<file path="src/rtl/regfile_arbiter_pkg.sv">
// Shared constants and types for the register-file arbiter slice.
package regfile_arbiter_pkg;

    localparam int DW    = 8;
    localparam int AW    = 4;
    localparam int RID_W = 2;

    localparam int REQ_DECODE = 0;
    localparam int REQ_WB     = 1;
    localparam int REQ_DBG    = 2;

    typedef logic [RID_W-1:0] rid_t;

    function automatic rid_t wrap_inc(input rid_t i, input int n);
        return (int'(i) == n - 1) ? '0 : rid_t'(i + 1'b1);
    endfunction

endpackage

</file>
<file path="src/rtl/regfile_arbiter_rr_select.sv">
// Rotate-priority picker: first requester at or after rr_ptr, wrapping to 0.
module regfile_arbiter_rr_select
    import regfile_arbiter_pkg::*;
#(
    parameter int NREQ = 3
) (
    input  logic [NREQ-1:0] req,
    input  rid_t            rr_ptr,
    output logic [NREQ-1:0] gnt,
    output rid_t            idx,
    output logic            valid
);

    localparam logic [RID_W:0] NREQ_W = (RID_W+1)'(NREQ);

    rid_t            cand [NREQ];
    rid_t            idx_acc [NREQ+1];
    logic [NREQ-1:0] rot;
    logic [NREQ-1:0] hit;

    assign idx_acc[0] = '0;
    assign valid      = |req;
    assign idx        = idx_acc[NREQ];

    generate
        for (genvar gi = 0; gi < NREQ; gi++) begin : g_pos
            logic [RID_W:0] sum;
            // Position gi in search order maps to requester (rr_ptr + gi) mod NREQ.
            assign sum      = {1'b0, rr_ptr} + (RID_W+1)'(gi);
            assign cand[gi] = (sum >= NREQ_W) ? rid_t'(sum - NREQ_W) : rid_t'(sum);
            assign rot[gi]  = req[cand[gi]];
            if (gi == 0) begin : g_first
                assign hit[gi] = rot[0];
            end else begin : g_rest
                assign hit[gi] = rot[gi] & ~(|rot[gi-1:0]);
            end
            assign idx_acc[gi+1] = idx_acc[gi] | (hit[gi] ? cand[gi] : '0);
            assign gnt[gi]       = valid && (idx == rid_t'(gi));
        end
    endgenerate

endmodule

</file>
<file path="src/rtl/regfile_arbiter.sv">
// Round-robin arbiter for a single-port register file, with short locks,
// one-cycle write forwarding and a tagged, registered read return.
module regfile_arbiter #(
    parameter int NREQ     = 3,
    parameter int DW       = regfile_arbiter_pkg::DW,
    parameter int AW       = regfile_arbiter_pkg::AW,
    parameter int LOCK_MAX = 4
) (
    input  logic                                clk,
    input  logic                                reset,
    input  logic [NREQ-1:0]                     req,
    input  logic [NREQ-1:0]                     we,
    input  logic [NREQ-1:0]                     lock,
    input  logic [NREQ*AW-1:0]                  addr,
    input  logic [NREQ*DW-1:0]                  wdata,
    output logic [NREQ-1:0]                     gnt,
    output logic                                rvalid,
    output logic [regfile_arbiter_pkg::RID_W-1:0] rid,
    output logic [DW-1:0]                       rdata,
    output logic [AW-1:0]                       rf_address,
    output logic [DW-1:0]                       rf_in_data,
    output logic                                rf_wr,
    output logic                                rf_rd,
    input  logic [DW-1:0]                       rf_out_data
);

    localparam int CNT_W = $clog2(LOCK_MAX + 1);
    localparam logic [CNT_W-1:0] LOCK_MAX_C = CNT_W'(LOCK_MAX);

    typedef logic [regfile_arbiter_pkg::RID_W-1:0] idx_t;

    logic [AW-1:0] addr_arr  [NREQ];
    logic [DW-1:0] wdata_arr [NREQ];

    idx_t             rr_ptr_reg;
    idx_t             lock_owner_reg;
    logic             lock_active_reg;
    logic [CNT_W-1:0] lock_cnt_reg;
    logic             fwd_valid_reg;
    logic [AW-1:0]    fwd_addr_reg;
    logic [DW-1:0]    fwd_data_reg;
    logic             rvalid_reg;
    idx_t             rid_reg;
    logic [DW-1:0]    rdata_reg;

    logic [NREQ-1:0] rr_gnt;
    idx_t            rr_idx;
    logic            rr_valid;
    logic            lock_hold;
    logic            sel_valid;
    idx_t            sel_idx;
    logic [NREQ-1:0] lock_gnt;
    logic [DW-1:0]   read_data;

    generate
        for (genvar gi = 0; gi < NREQ; gi++) begin : g_unpack
            assign addr_arr[gi]  = addr[gi*AW +: AW];
            assign wdata_arr[gi] = wdata[gi*DW +: DW];
        end
    endgenerate

    regfile_arbiter_rr_select #(
        .NREQ (NREQ)
    ) u_rr_select (
        .req    (req),
        .rr_ptr (rr_ptr_reg),
        .gnt    (rr_gnt),
        .idx    (rr_idx),
        .valid  (rr_valid)
    );

    // A held lock bypasses round-robin until the owner has had LOCK_MAX grants.
    assign lock_hold = lock_active_reg && req[lock_owner_reg] && (lock_cnt_reg < LOCK_MAX_C);

    always_comb begin
        lock_gnt                 = '0;
        lock_gnt[lock_owner_reg] = 1'b1;
        sel_valid  = !reset && (lock_hold || rr_valid);
        sel_idx    = lock_hold ? lock_owner_reg : rr_idx;
        gnt        = '0;
        rf_address = '0;
        rf_in_data = '0;
        rf_wr      = 1'b0;
        rf_rd      = 1'b0;
        if (sel_valid) begin
            gnt        = lock_hold ? lock_gnt : rr_gnt;
            rf_address = addr_arr[sel_idx];
            rf_in_data = wdata_arr[sel_idx];
            rf_wr      = we[sel_idx];
            rf_rd      = !we[sel_idx];
        end
        // The file has not committed last cycle's write yet, so serve it from here.
        read_data = (fwd_valid_reg && (fwd_addr_reg == addr_arr[sel_idx])) ? fwd_data_reg : rf_out_data;
    end

    always_ff @(posedge clk or posedge reset) begin
        if (reset) begin
            rr_ptr_reg      <= '0;
            lock_owner_reg  <= '0;
            lock_active_reg <= 1'b0;
            lock_cnt_reg    <= '0;
            fwd_valid_reg   <= 1'b0;
            fwd_addr_reg    <= '0;
            fwd_data_reg    <= '0;
            rvalid_reg      <= 1'b0;
            rid_reg         <= '0;
            rdata_reg       <= '0;
        end else begin
            if (sel_valid) begin
                rr_ptr_reg <= regfile_arbiter_pkg::wrap_inc(sel_idx, NREQ);
            end
            if (sel_valid && lock[sel_idx]) begin
                lock_active_reg <= 1'b1;
                lock_owner_reg  <= sel_idx;
                lock_cnt_reg    <= lock_hold ? lock_cnt_reg + CNT_W'(1) : CNT_W'(1);
            end else begin
                lock_active_reg <= 1'b0;
                lock_cnt_reg    <= '0;
            end
            fwd_valid_reg <= sel_valid && we[sel_idx];
            if (sel_valid && we[sel_idx]) begin
                fwd_addr_reg <= addr_arr[sel_idx];
                fwd_data_reg <= wdata_arr[sel_idx];
            end
            rvalid_reg <= sel_valid && !we[sel_idx];
            if (sel_valid && !we[sel_idx]) begin
                rid_reg   <= sel_idx;
                rdata_reg <= read_data;
            end
        end
    end

    assign rvalid = rvalid_reg;
    assign rid    = rid_reg;
    assign rdata  = rdata_reg;

endmodule

</file>
<file path="config.mk">
export PLATFORM = sky130hd
export DESIGN_NAME = regfile_arbiter
export DESIGN_NICKNAME = d
export VERILOG_FILES = /design/src/rtl/regfile_arbiter_pkg.sv /design/src/rtl/regfile_arbiter_rr_select.sv /design/src/rtl/regfile_arbiter.sv
export SDC_FILE = /design/constraint.sdc
export NUM_CORES = 1
export LEC_CHECK = 0
export ABC_CLOCK_PERIOD_IN_PS = 5050
export BUFFER_PORTS_ARGS = -buffer_cell sky130_fd_sc_hd__buf_2
export CAP_MARGIN = 25
export CORE_MARGIN = 5
export CORE_UTILIZATION = 25
export DETAILED_ROUTE_END_ITERATION = 10
export GPL_TIMING_DRIVEN = 0
export PLACE_DENSITY_LB_ADDON = 0.08
export SLEW_MARGIN = 5
export SYNTH_ARGS = -nofsm -noshare
export SYNTH_HDL_FRONTEND = slang
export SYNTH_HIERARCHICAL = 1
export SYNTH_SLANG_ARGS = --single-unit
</file>
<file path="constraint.sdc">
create_clock -name clk -period 5.05 [get_ports clk]
set_clock_uncertainty 0.05 [all_clocks]
set_input_delay 1.01 -clock clk [delete_from_list [all_inputs] [get_ports clk]]
set_output_delay 1.01 -clock clk [all_outputs]
set_load 0.005 [all_outputs]
</file>
==> flow_summary.ini <==
[die]
io_pins = 83
core_area_sq_mm = 0.00872
die_w_um = 104
start_util_pct = 25.6
die_h_um = 104
rows = 34
dieArea_sq_mm = 0.0109

[timing]
rsz0062_at_grt = false
maxSlewViolCount = 0
setup_viol = 0
finalHoldViolations = 0
fin_crit_sh_pct = 96.6
max_slew_margin_pct = 52.0
worstMarginPinSlew_ns = 0.720
period_minus_slack_ns = 4.88
fin_hold_ws_ns = 0.431
fmax_mhz = 205
finalWorstSetupSlack_ns = 0.172

[global_route]
grt_antenna_before_repair = 0
grtUsageMet1_pct = 19.3
use_met3_pct = 3.10
met2_usage_pct = 22.7
grt_pass1_vias = 2323
grt_util_all_layers_pct = 14.1
grt_start_max_net_pins = 34
grt_pass1_wl_mm = 12.4
gr-total-overflow = 0
grt_busiest_layer = met2

[place]
dp_hpwl_mm = 5.80
routabilityCongestion = 0.791
pre_cts_ws_ns = -0.178
placed_cells = 454
io_buffers = 82

[synth]
synthCells = 264
ys_top_cells_by_area = dfrtp_1 36%, nand2_1 6.4%, a21oi_1 5.6%
ys_warn_count = 6
ys_types = 48
synthesis.area_sq_mm = 0.00223
ys_seq_area_share_pct = 35.9
synth_top_area_share_pct = 35.9
postSynth.asyncResetShare_pct = 100
synth-edff-count = 0
dominantRegCellSynth = dfrtp_1
yosysTopAreaCell = dfrtp_1
synth_fp_nets = 324
yosysMostFrequentCell = nand2_1
ys_ff_latch = 32
syn_area_per_cell_sq_um = 8.46
synth_commonest_cells = 38 x nand2_1, 32 x dfrtp_1, 26 x nor2_1

[clock_tree]
cts_hold_buf = 0
cts-htree-levels = 2
cts_tree = done
clk_path_buf_depth = 2
cts_buffers = 5
clk_pin_slew_ns = 0.07
cts_sinks = 32
cts-root-buf = clkbuf_8
clkLatencyLatePin_ns = 0.28

[setup_path]
cp_data_arrival_time_ns = 3.82
ff2ff_path_depth = 17
worstReg2RegStart = rr_ptr_reg[0]$_DFFE_PP0P_
crit_path_start_kind = input port
cp-end-kind = output pin
reg2reg_slack_ns = 1.17
crit_fanout = 11
startpoint = req[2]
cp-endpoint = rf_rd
crit_type = input port to output pin
required_ns = 3.99
r2r-end = rdata[6]$_DFFE_PP0P_

[min_path]
min_from = lock_cnt_reg[0]$_DFF_PP0_
hp-class = flop to flop
min_path_cells = 1

[layout]
fillers = 960
post_layout_nonfiller_instances = 463
nNetsFinal = 414
seq_area_sq_um = 801
drive_gt1_share_pct = 33.5
diodes = 0
finish.utilization_pct = 33.4
multiInputGateArea_sq_mm = 0.00130
layout-area-overhead-vs-synth_pct = 30.6

[power]
p_leak_nw = 1.43
intPower_mw = 1.03
p_switching_mw = 0.942
pwr-share-seq_pct = 22.2
combPwrFrac_pct = 65.5
sw_frac_of_total_pct = 47.9
p_per_area_mw_per_mm2 = 675
peakVddDrop_mv = 0.171
p_clk_share_pct = 12.3

[routing]
drc = 0
wl_per_cell_um = 16.5
via_count = 2230
ant_nets = 0
routed_wirelength_mm = 7.65
vias_per_cell = 4.82
dr.pass1.iters = 4
drtIter0Drc = 81

[job]
drv_cap = 0

[run_status]
status = finished clean
==> worst max-delay path: stages <==
cell and delay (ns):
buf_2 0.16, o21ai_0 0.17, o2111ai_1 0.17, a21oi_2 0.19, or2_4 0.17, nor2_1 0.05
a31o_4 0.24, or2_0 0.22, buf_6 0.15, and2_1 0.15, clkbuf_4 0.22, o2bb2ai_1 0.18
or2_1 0.26, buf_2 0.21, inv_4 0.15, buf_2 0.13
==> cell families (layout without fill, tap and decap cells) <==
logic type	Yosys count	after routing	share of synthesized area, %
compound gates	91	91	28.8
fa+ha+maj	5	5	2.80
xor+xnor	3	3	1.51
flops	32	32	35.9
buf+inv	32	123	6.33
mux	10	10	4.82
simple gates	91	91	19.8
==> placed cells by master (no fill, tap or decap), types with 3 or more instances in the layout <==
master and n:
mux2i_1 7, o21ai_0 22, nand2b_1 3, nor2b_1 4, nand2_1 38, nand3_1 3, ha_1 5, a21oi_1 23
nor2_1 25, a41o_1 8, a21boi_0 3, inv_1 14, buf_2 86, clkbuf_8 5, clkbuf_1 7, a31oi_1 12
dfrtp_1 32, o22a_1 8
==> power by group through the flow <==
stage	Sequential (mW)	Clock, mW	Combinational (mW)
finish	0.436	0.242	1.29
global route	0.452	0.264	1.44
CTS	0.438	0.252	1.28
detailed placement	0.442	0	1.27
global placement	0.441	0	1.27
floorplan	0.431	0	0.870
==> worst min-delay path by stage <==
| stage | endpoint | slack, ns |
|---|---|---|
| floorplan | lock_cnt_reg[0]$_DFF_PP0_ | 0.39 |
| global placement | rid[0]$_DFFE_PP0P_ | 0.41 |
| detailed placement | fwd_data_reg[2]$_DFFE_PP0P_ | 0.42 |
| CTS | lock_cnt_reg[0]$_DFF_PP0_ | 0.44 |
| global route | fwd_data_reg[7]$_DFFE_PP0P_ | 0.45 |
| finish | lock_cnt_reg[0]$_DFF_PP0_ | 0.43 |
==> layer usage <==
metal / vias to the layer above / routed length (um)
met5: - / 0
met4: 0 / 29
met3: 2 / 357
met2: 66 / 3670
met1: 1042 / 3600
li1: 1120 / -
==> timing repair <==
action / CTS / global route
hold endpoints to repair: 0 / 0
endpoints found under the setup margin: 2 / 10
resized for setup: 2 / 9
pin swaps: 0 / 1
setup buffers: 0 / 1
==> through the flow <==
step           instance area [sq um]  TNS (ns)  power (mW)
2_1_floorplan                   2230         0        1.30
3_3_place_gp                    2780    -0.153        1.71
3_5_place_dp                    2780    -0.217        1.72
4_1_cts                         2890         0        1.97
5_1_grt                         2920         0        2.16
6_report                        2920         0        1.97
==> final cells by class <==
type,count,area share [%]
Buffer,16,3.05
Clock buffer,6,2.49
Inverter,16,2.15
Multi-Input combinational cell,200,44.7
Tap cell,108,4.64
Timing Repair Buffer,83,14.3
Clock inverter,2,1.20
Sequential cell,32,27.5
Note: power is estimated with default switching activity, not from simulation.
